## src/rtl/trap_pkg.sv

```systemverilog
// Shared definitions for the I/O-protection trap sequencer: state encoding,
// NMI vector address, control-register bit indices and the port-window check.
package trap_pkg;

    typedef enum logic [2:0] {
        IDLE       = 3'd0,
        INHIBIT    = 3'd1,
        NMI_ASSERT = 3'd2,
        NMI_WAIT   = 3'd3,
        HANDLER    = 3'd4
    } trap_state_e;

    localparam logic [15:0] NMI_VECTOR = 16'h0066;

    localparam int USER_MODE_BIT = 0;
    localparam int TRAP_EN_BIT   = 1;

    // True when the port lies inside the window user code may touch.
    function automatic logic port_allowed(input logic [7:0] port,
                                          input logic [7:0] base,
                                          input logic [7:0] mask);
        return ((port & mask) == base);
    endfunction

endpackage

```

## src/rtl/nmi_pulse_timer.sv

```systemverilog
// Loadable down-counter with a zero flag; holds at zero instead of wrapping.
module nmi_pulse_timer #(
    parameter int WIDTH = 8
) (
    input  logic             clk,
    input  logic             reset_n,
    input  logic             load,
    input  logic             dec,
    input  logic [WIDTH-1:0] load_value,
    output logic             zero
);

    logic [WIDTH-1:0] count_r;

    // Count register: load has priority, decrement stops at zero.
    always_ff @(posedge clk or negedge reset_n) begin
        if (!reset_n) begin
            count_r <= {WIDTH{1'b0}};
        end else if (load) begin
            count_r <= load_value;
        end else if (dec && (count_r != {WIDTH{1'b0}})) begin
            count_r <= count_r - {{(WIDTH-1){1'b0}}, 1'b1};
        end else begin
            count_r <= count_r;
        end
    end

    assign zero = (count_r == {WIDTH{1'b0}});

endmodule

```

## src/rtl/io_trap_sequencer.sv

```systemverilog
// MegaMapper Nabu I/O-protection trap sequencer. Optional saturating trap
// counter is built only when IO_TRAP_COUNTER_EN is defined.
module io_trap_sequencer
    import trap_pkg::*;
#(
    parameter logic [7:0]  ALLOW_BASE  = 8'h40,
    parameter logic [7:0]  ALLOW_MASK  = 8'hC0,
    parameter int unsigned NMI_CYCLES  = 4,
    parameter int unsigned ACK_TIMEOUT = 255
) (
    input  logic        clk,
    input  logic        reset_n,
    input  logic        m1_n,
    input  logic        mreq_n,
    input  logic        iorq_n,
    input  logic [15:0] addr,
    input  logic        user_mode,
    input  logic        trap_en,
    input  logic        clear_violation,
    output logic        record_isr_en,
    output logic        io_violation_occured,
    output logic        io_inhibit,
    output logic        nmi_n,
    output logic [7:0]  trap_count
);

    // Counters are loaded with N-1 so the zero flag marks the Nth clock.
    localparam logic [7:0] NMI_LOAD = 8'(NMI_CYCLES - 1);
    localparam logic [7:0] TO_LOAD  = 8'(ACK_TIMEOUT - 1);

    trap_state_e state_r, state_s;
    logic        iorq_d_r;
    logic        rec_r, rec_s;
    logic        viol_r, viol_s;
    logic        inh_r, inh_s;
    logic        nmi_r, nmi_s;
    logic        nmi_load_s, nmi_dec_s, nmi_zero_s;
    logic        to_load_s, to_dec_s, to_zero_s;
    logic [1:0]  ctrl_s;
    logic        armed_s, io_fall_s, violation_s, vec_fetch_s;

    assign ctrl_s      = {trap_en, user_mode};
    assign armed_s     = ctrl_s[USER_MODE_BIT] & ctrl_s[TRAP_EN_BIT];
    // Interrupt acknowledge (IORQ with M1) is never a port access.
    assign io_fall_s   = ~iorq_n & iorq_d_r & m1_n;
    assign violation_s = io_fall_s & armed_s & ~port_allowed(addr[7:0], ALLOW_BASE, ALLOW_MASK);
    assign vec_fetch_s = ~m1_n & ~mreq_n & (addr == NMI_VECTOR);

    nmi_pulse_timer #(.WIDTH(8)) u_nmi_timer (
        .clk        (clk),
        .reset_n    (reset_n),
        .load       (nmi_load_s),
        .dec        (nmi_dec_s),
        .load_value (NMI_LOAD),
        .zero       (nmi_zero_s)
    );

    nmi_pulse_timer #(.WIDTH(8)) u_ack_timer (
        .clk        (clk),
        .reset_n    (reset_n),
        .load       (to_load_s),
        .dec        (to_dec_s),
        .load_value (TO_LOAD),
        .zero       (to_zero_s)
    );

    // Next-state and next-output decode.
    always_comb begin
        state_s    = state_r;
        rec_s      = rec_r;
        viol_s     = viol_r;
        inh_s      = inh_r;
        nmi_s      = nmi_r;
        nmi_load_s = 1'b0;
        nmi_dec_s  = 1'b0;
        to_load_s  = 1'b0;
        to_dec_s   = 1'b0;
        case (state_r)
            IDLE: begin
                nmi_s = 1'b1;
                if (violation_s) begin
                    inh_s   = 1'b1;
                    rec_s   = 1'b0;
                    viol_s  = 1'b1;
                    state_s = INHIBIT;
                end else begin
                    inh_s = 1'b0;
                    rec_s = armed_s;
                end
            end
            INHIBIT: begin
                rec_s = 1'b0;
                if (iorq_n) begin
                    inh_s      = 1'b0;
                    nmi_s      = 1'b0;
                    nmi_load_s = 1'b1;
                    state_s    = NMI_ASSERT;
                end else begin
                    inh_s = 1'b1;
                end
            end
            NMI_ASSERT: begin
                rec_s = 1'b0;
                if (nmi_zero_s) begin
                    nmi_s     = 1'b1;
                    to_load_s = 1'b1;
                    state_s   = NMI_WAIT;
                end else begin
                    nmi_s     = 1'b0;
                    nmi_dec_s = 1'b1;
                end
            end
            NMI_WAIT: begin
                rec_s = 1'b0;
                if (vec_fetch_s) begin
                    state_s = HANDLER;
                end else if (to_zero_s) begin
                    nmi_s      = 1'b0;
                    nmi_load_s = 1'b1;
                    state_s    = NMI_ASSERT;
                end else begin
                    to_dec_s = 1'b1;
                end
            end
            HANDLER: begin
                rec_s = 1'b0;
                if (clear_violation) begin
                    viol_s  = 1'b0;
                    state_s = IDLE;
                end else begin
                    viol_s = 1'b1;
                end
            end
            default: begin
                state_s = IDLE;
                rec_s   = 1'b0;
                viol_s  = 1'b0;
                inh_s   = 1'b0;
                nmi_s   = 1'b1;
            end
        endcase
    end

    // State, IORQ edge history and registered outputs.
    always_ff @(posedge clk or negedge reset_n) begin
        if (!reset_n) begin
            state_r  <= IDLE;
            iorq_d_r <= 1'b1;
            rec_r    <= 1'b0;
            viol_r   <= 1'b0;
            inh_r    <= 1'b0;
            nmi_r    <= 1'b1;
        end else begin
            state_r  <= state_s;
            iorq_d_r <= iorq_n;
            rec_r    <= rec_s;
            viol_r   <= viol_s;
            inh_r    <= inh_s;
            nmi_r    <= nmi_s;
        end
    end

    assign record_isr_en        = rec_r;
    assign io_violation_occured = viol_r;
    assign io_inhibit           = inh_r;
    assign nmi_n                = nmi_r;

`ifdef IO_TRAP_COUNTER_EN
    logic [7:0] trap_cnt_r;
    logic       trap_hit_s;

    assign trap_hit_s = (state_r == IDLE) & violation_s;

    // Saturating count of trap entries; only reset clears it.
    always_ff @(posedge clk or negedge reset_n) begin
        if (!reset_n) begin
            trap_cnt_r <= 8'h00;
        end else if (trap_hit_s && (trap_cnt_r != 8'hFF)) begin
            trap_cnt_r <= trap_cnt_r + 8'd1;
        end else begin
            trap_cnt_r <= trap_cnt_r;
        end
    end

    assign trap_count = trap_cnt_r;
`else
    assign trap_count = 8'h00;
`endif

endmodule

```

## config.mk

```make
export PLATFORM = sky130hd
export DESIGN_NAME = io_trap_sequencer
export DESIGN_NICKNAME = d
export VERILOG_FILES = /design/src/rtl/trap_pkg.sv /design/src/rtl/nmi_pulse_timer.sv /design/src/rtl/io_trap_sequencer.sv
export SDC_FILE = /design/constraint.sdc
export NUM_CORES = 1
export LEC_CHECK = 0
export BUFFER_PORTS_ARGS = -buffer_cell sky130_fd_sc_hd__clkbuf_2
export CORE_MARGIN = 1.5
export CORE_UTILIZATION = 37
export DETAILED_ROUTE_END_ITERATION = 7
export SLEW_MARGIN = 0
export SYNTH_ARGS = -nofsm -noshare
export SYNTH_HDL_FRONTEND = slang
export SYNTH_SLANG_ARGS = --single-unit
```

## constraint.sdc

```tcl
create_clock -name clk -period 2.9 [get_ports clk]
set_input_delay 0.145 -clock clk [delete_from_list [all_inputs] [get_ports clk]]
set_output_delay 0.145 -clock clk [all_outputs]
set_load 0.02 [all_outputs]
```

# == After elaboration in Yosys (flattened, before gate mapping) ==
# Cells that the tools add are included.
# totals
ff_bits,24
inputBits,24
wordCells,84
# op_classes
n_addsub,2
n_eq_ne,13
n_mux,34
n_bitwise,13
reduce_logical,14
# ops
op,count
2-to-1 mux 8 bit,4
2-to-1 mux 1 bit,19
2-to-1 mux 3 bit,6
"equality test 16 x 7 -> 1 bit, second input constant",1
zero test 8 bit,2
nonzero test 8 bit,2
"subtractor 8 x 1 -> 8 bit, second input constant",2
case mux 3 bit (5 select lines),1
"!= test 2 bit, second input constant",6
bitwise AND 1 bit,7
"equality test 3 x 2 -> 1 bit, second input constant",2
inverter 1 bit,6
case mux 1 bit (3 select lines),2
OR reduction 3 bit,2
AND reduction 5 bit,1
case mux 1 bit (4 select lines),1
AND reduction 4 bit,1
nonzero test 2 bit,2
"equality test 3 x 1 -> 1 bit, second input constant",1
"equality test 3 bit, second input constant",1
zero test 3 bit,1
"!= test 3 bit, second input constant",1
"equality test 2 x 1 -> 1 bit, second input constant",1
logical AND 1 bit,2
2 further kinds,2

# == Longest topological paths before layout ==
# depth
ltp_word,8
mapped_depth,7

# == Hierarchy ==
# From an unflattened synthesis, not the netlist that was laid out.
# hier_totals
cells_unflattened,187
area_unflattened_um2,1702.9
# by_module_without_submodules
mod,n_inst,cells_per_inst,area_per_inst_um2
nmi_pulse_timer,2,58,528.0
io_trap_sequencer,1,71,646.9

# == Least setup slack after synthesis ==
# Ideal clock, no wire load.
# synth_timing
kind,flip-flop to flip-flop
startpoint,register u_nmi_timer.count_r[0]
endpoint,register state_r[0]
setup_ps,125
arrival_ps,1850
t_required_ps,2775
slack_ps,925
path_stages_with_launch,8
path_buffers,0
period_less_slack_ps,1975
path_cell_list,dfrtp_1 -> inv_1 -> ha_1 -> or3b_2 -> or2_4 -> nand2_4 -> o2111ai_2 -> mux2_4
# synth_via
elab_chain_cells,3
# synth_lines
item,line,rtl
from (decl),nmi_pulse_timer.sv:13,logic [WIDTH-1:0] count_r;
from (signal assigned),nmi_pulse_timer.sv:18,count_r <= {WIDTH{1'b0}};
from (signal assigned),nmi_pulse_timer.sv:20,count_r <= load_value;
from (signal assigned),nmi_pulse_timer.sv:22,"count_r <= count_r - {{(WIDTH-1){1'b0}}, 1'b1};"
zero test 8 bit,nmi_pulse_timer.sv:28,assign zero = (count_r == {WIDTH{1'b0}});
!= test 2 bit (no source line),--,
AND reduction 5 bit (no source line),--,
to (signal assigned),io_trap_sequencer.sv:154,state_r <= state_s;
to (decl),io_trap_sequencer.sv:31,"trap_state_e state_r, state_s;"
# Every way passes these cells.
# A chain may end at the register's enable or synchronous reset.

# == Worst setup path in the final report ==
# Ends and elaborated chain as after synthesis.

==> results.tsv <==
metric	value	unit
status	completed	
Die Ht	66.3	µm
gr busiest metal	met2	
GR Overflow Total	0	
final setup TNS	0	ns
met3 GRT Util	0.0426	
CP Launch Type	flip-flop	
synth unique cells	52	
DRT Pass-1 Iters	4	
vias in the first global route	1137	
reg-to-reg startpoint	u_nmi_timer.count_r[0]$_DFFE_PN0P_	
count of input and output buffers	27	
Iter 0 DRT Violations	42	
RePlAce Congestion	0.803	
WHS Endpoint	record_isr_en$_DFF_PN0_	
DRT antenna net count	0	
share of synthesized registers carrying an async set or reset	1.00	
clk buf depth	2	
EDFF count, synth	0	
CTS tree	done	
final number of setup-violating endpoints	0	
vias	1182	
n_diodes	0	
fin crit share	0.723	
unrepaired setup endpoints after global routing	no	
pin count of the biggest net entering global routing	25	
worst hold path type	in2reg	
Setup Crit Path Kind	reg2reg	
clock root buffer master	clkbuf_8	
Slew HR	0.588	
Die Span X	66.3	µm
fraction of layout cells with a size suffix above 1	0.272	
IO Pins	36	
most common cell after layout, fill and taps aside	clkbuf_2	
Setup crit start	u_nmi_timer.count_r[0]$_DFFE_PN0P_	
total CTS buffers	3	
Synth-to-Final Area Change	14.9	%
WL/cell	12.7	µm
cell area after layout	1700	µm²
Rows	22	
Max Cap Viol	0	
fmax	477	MHz
Register-to-Register Path Depth	7	
Remaining DRCs	0	
mapped cell area	1480	µm²
first-pass GRT wire length	5.01	mm
Tmin final	2.10	ns
worst slew pin tran	0.618	ns
Post-Synthesis Cells	155	
most frequent cells in the layout	clkbuf_2 (27), dfrtp_1 (22), nor2_1 (21)	
Seq/Total Area, Yosys	0.407	
Crit Path Max Fanout	4	
H-tree Lvls	1	
power density cells	921	nW/µm²
Skew-Pair Late Insertion Delay	0.27	ns
Sink Count	24	
synth warn	0	
Pleak	0.000749	µW
VDD IR max	0.446	mV
Post-DP HPWL	2.27	mm
# resized after CTS	0	
initial antenna violation count	0	
Die ar.	4400	µm²
Crit. End Element	flip-flop	
HP Start	trap_en	
Worst Skew	0.00721	ns
Total GRT Usage	0.150	
r2r endpoint	state_r[0]$_DFFE_PN0P_	
# fillers	380	
placed cell area	1610	µm²
r2r setup slk	0.80	ns
Final Hold Vio Count	0	
placeable core region	3740	µm²
Worst-path clk slew	0.09	ns
Main synth FF type	dfrtp_1	
Required @ worst endpoint	3.06	ns
Final Max Tran Viols	0	
GR Layer Usage met2	0.251	
post-CTS setup buffer count	0	
Worst Hold Depth	3	
initial core utilization	0.396	
Total Nets Final	212	
post-synthesis average cell area	9.57	µm²
Routed WL	2.94	mm
met1 Track Usage GR	0.193	
#FFs+latches synth	24	
critical path arrival	2.26	ns
routed vias/inst	5.09	
registers in the layout, summed over array words and instances (netlist names):
name,count
record_isr_en,1
nmi_n,1
u_ack_timer.count_r,8
iorq_d_r,1
u_nmi_timer.count_r,8
io_inhibit,1
state_r,3
io_violation_occured,1
layer usage:
metal,share of wire,vias to the layer above
met5,0,-
met4,0.0051,0
met3,0.059,4
met2,0.48,35
met1,0.46,551
li1,-,592
repair_timing:
action / in CTS / in global routing
endpoints found under the setup margin: 0 / 0
hold buffers: 2 / 0
hold endpoints to repair: 23 / 0
power breakdown:
part	internal [µW]	switching, µW	leakage, µW	total (µW)
Clock	185	106	0.0000357	291
Sequential	472	145	0.000283	617
Combinational	304	356	0.000430	661
critical path: stages (launching register included):
cell,delay (ns)
dfrtp_1,0.40
inv_1,0.10
ha_1,0.18
or3b_2,0.50
or2_4,0.28
nand2_4,0.09
o2111ai_2,0.13
mux2_4,0.32
logic make-up after synthesis:
family	count (synthesis)	share of synthesized area
compound gates	25	0.129
other cells	1	0.00253
xor+xnor	8	0.0473
flops	24	0.407
simple gates	72	0.273
fa+ha+maj	3	0.0253
buf+inv	17	0.0776
mux	5	0.0380
cell type report:
| type | count | area [µm²] | area share |
|---|---|---|---|
| well taps | 48 | 60.1 | 0.0353 |
| clock inverters | 1 | 30.0 | 0.0176 |
| multi-input cells | 121 | 791 | 0.464 |
| repair buffers | 29 | 155 | 0.0911 |
| clock buffers | 3 | 41.3 | 0.0242 |
| inverters | 6 | 22.5 | 0.0132 |
| flip-flops and latches | 24 | 603 | 0.354 |
metrics by stage:
stage | std cells | setup slack [ns] | total power [µW] | hold WS, ns | util
floorplan | 162 | 0.925 | 1150 | -0.151 | -
global route | 232 | 0.736 | 1710 | 0.117 | 0.455
CTS | 232 | 0.795 | 1590 | 0.0965 | 0.455
global placement | 226 | 0.881 | 1250 | 0.178 | 0.430
detailed placement | 226 | 0.818 | 1280 | 0.189 | 0.430
finish | 232 | 0.802 | 1570 | 0.0995 | 0.455
synthesized netlist by cell type, drive strengths merged (2+ instances only):
cell type | count | area [µm²]
nor2b | 2 | 12.5
o21ai | 5 | 36.3
dfstp | 2 | 52.6
or2 | 3 | 21.3
nand3b | 3 | 22.5
or3b | 3 | 26.3
a21oi | 6 | 33.8
or3 | 4 | 26.3
xnor2 | 2 | 17.5
buf | 10 | 78.8
ha | 3 | 37.5
nand2b | 3 | 18.8
mux2i | 3 | 30.0
inv | 6 | 22.5
nor2 | 21 | 78.8
nand3 | 3 | 15.0
nor3 | 4 | 20.0
dfrtp | 22 | 551
o211ai | 4 | 30.0
a31oi | 2 | 18.8
mux2 | 2 | 26.3
nand2 | 12 | 52.6
xor2 | 6 | 52.6
o2111ai | 2 | 23.8
or4 | 4 | 35.0
nor4 | 5 | 37.5
worst max path at each step:
stage	to	slack [ns]	depth (start not counted)
detailed placement	state_r[0]$_DFFE_PN0P_	0.82	7
global placement	state_r[0]$_DFFE_PN0P_	0.88	7
finish	state_r[0]$_DFFE_PN0P_	0.80	7
CTS	state_r[0]$_DFFE_PN0P_	0.80	7
global route	state_r[0]$_DFFE_PN0P_	0.74	5
floorplan	state_r[0]$_DFFE_PN0P_	0.93	7
(Power assumes the default switching activity.)
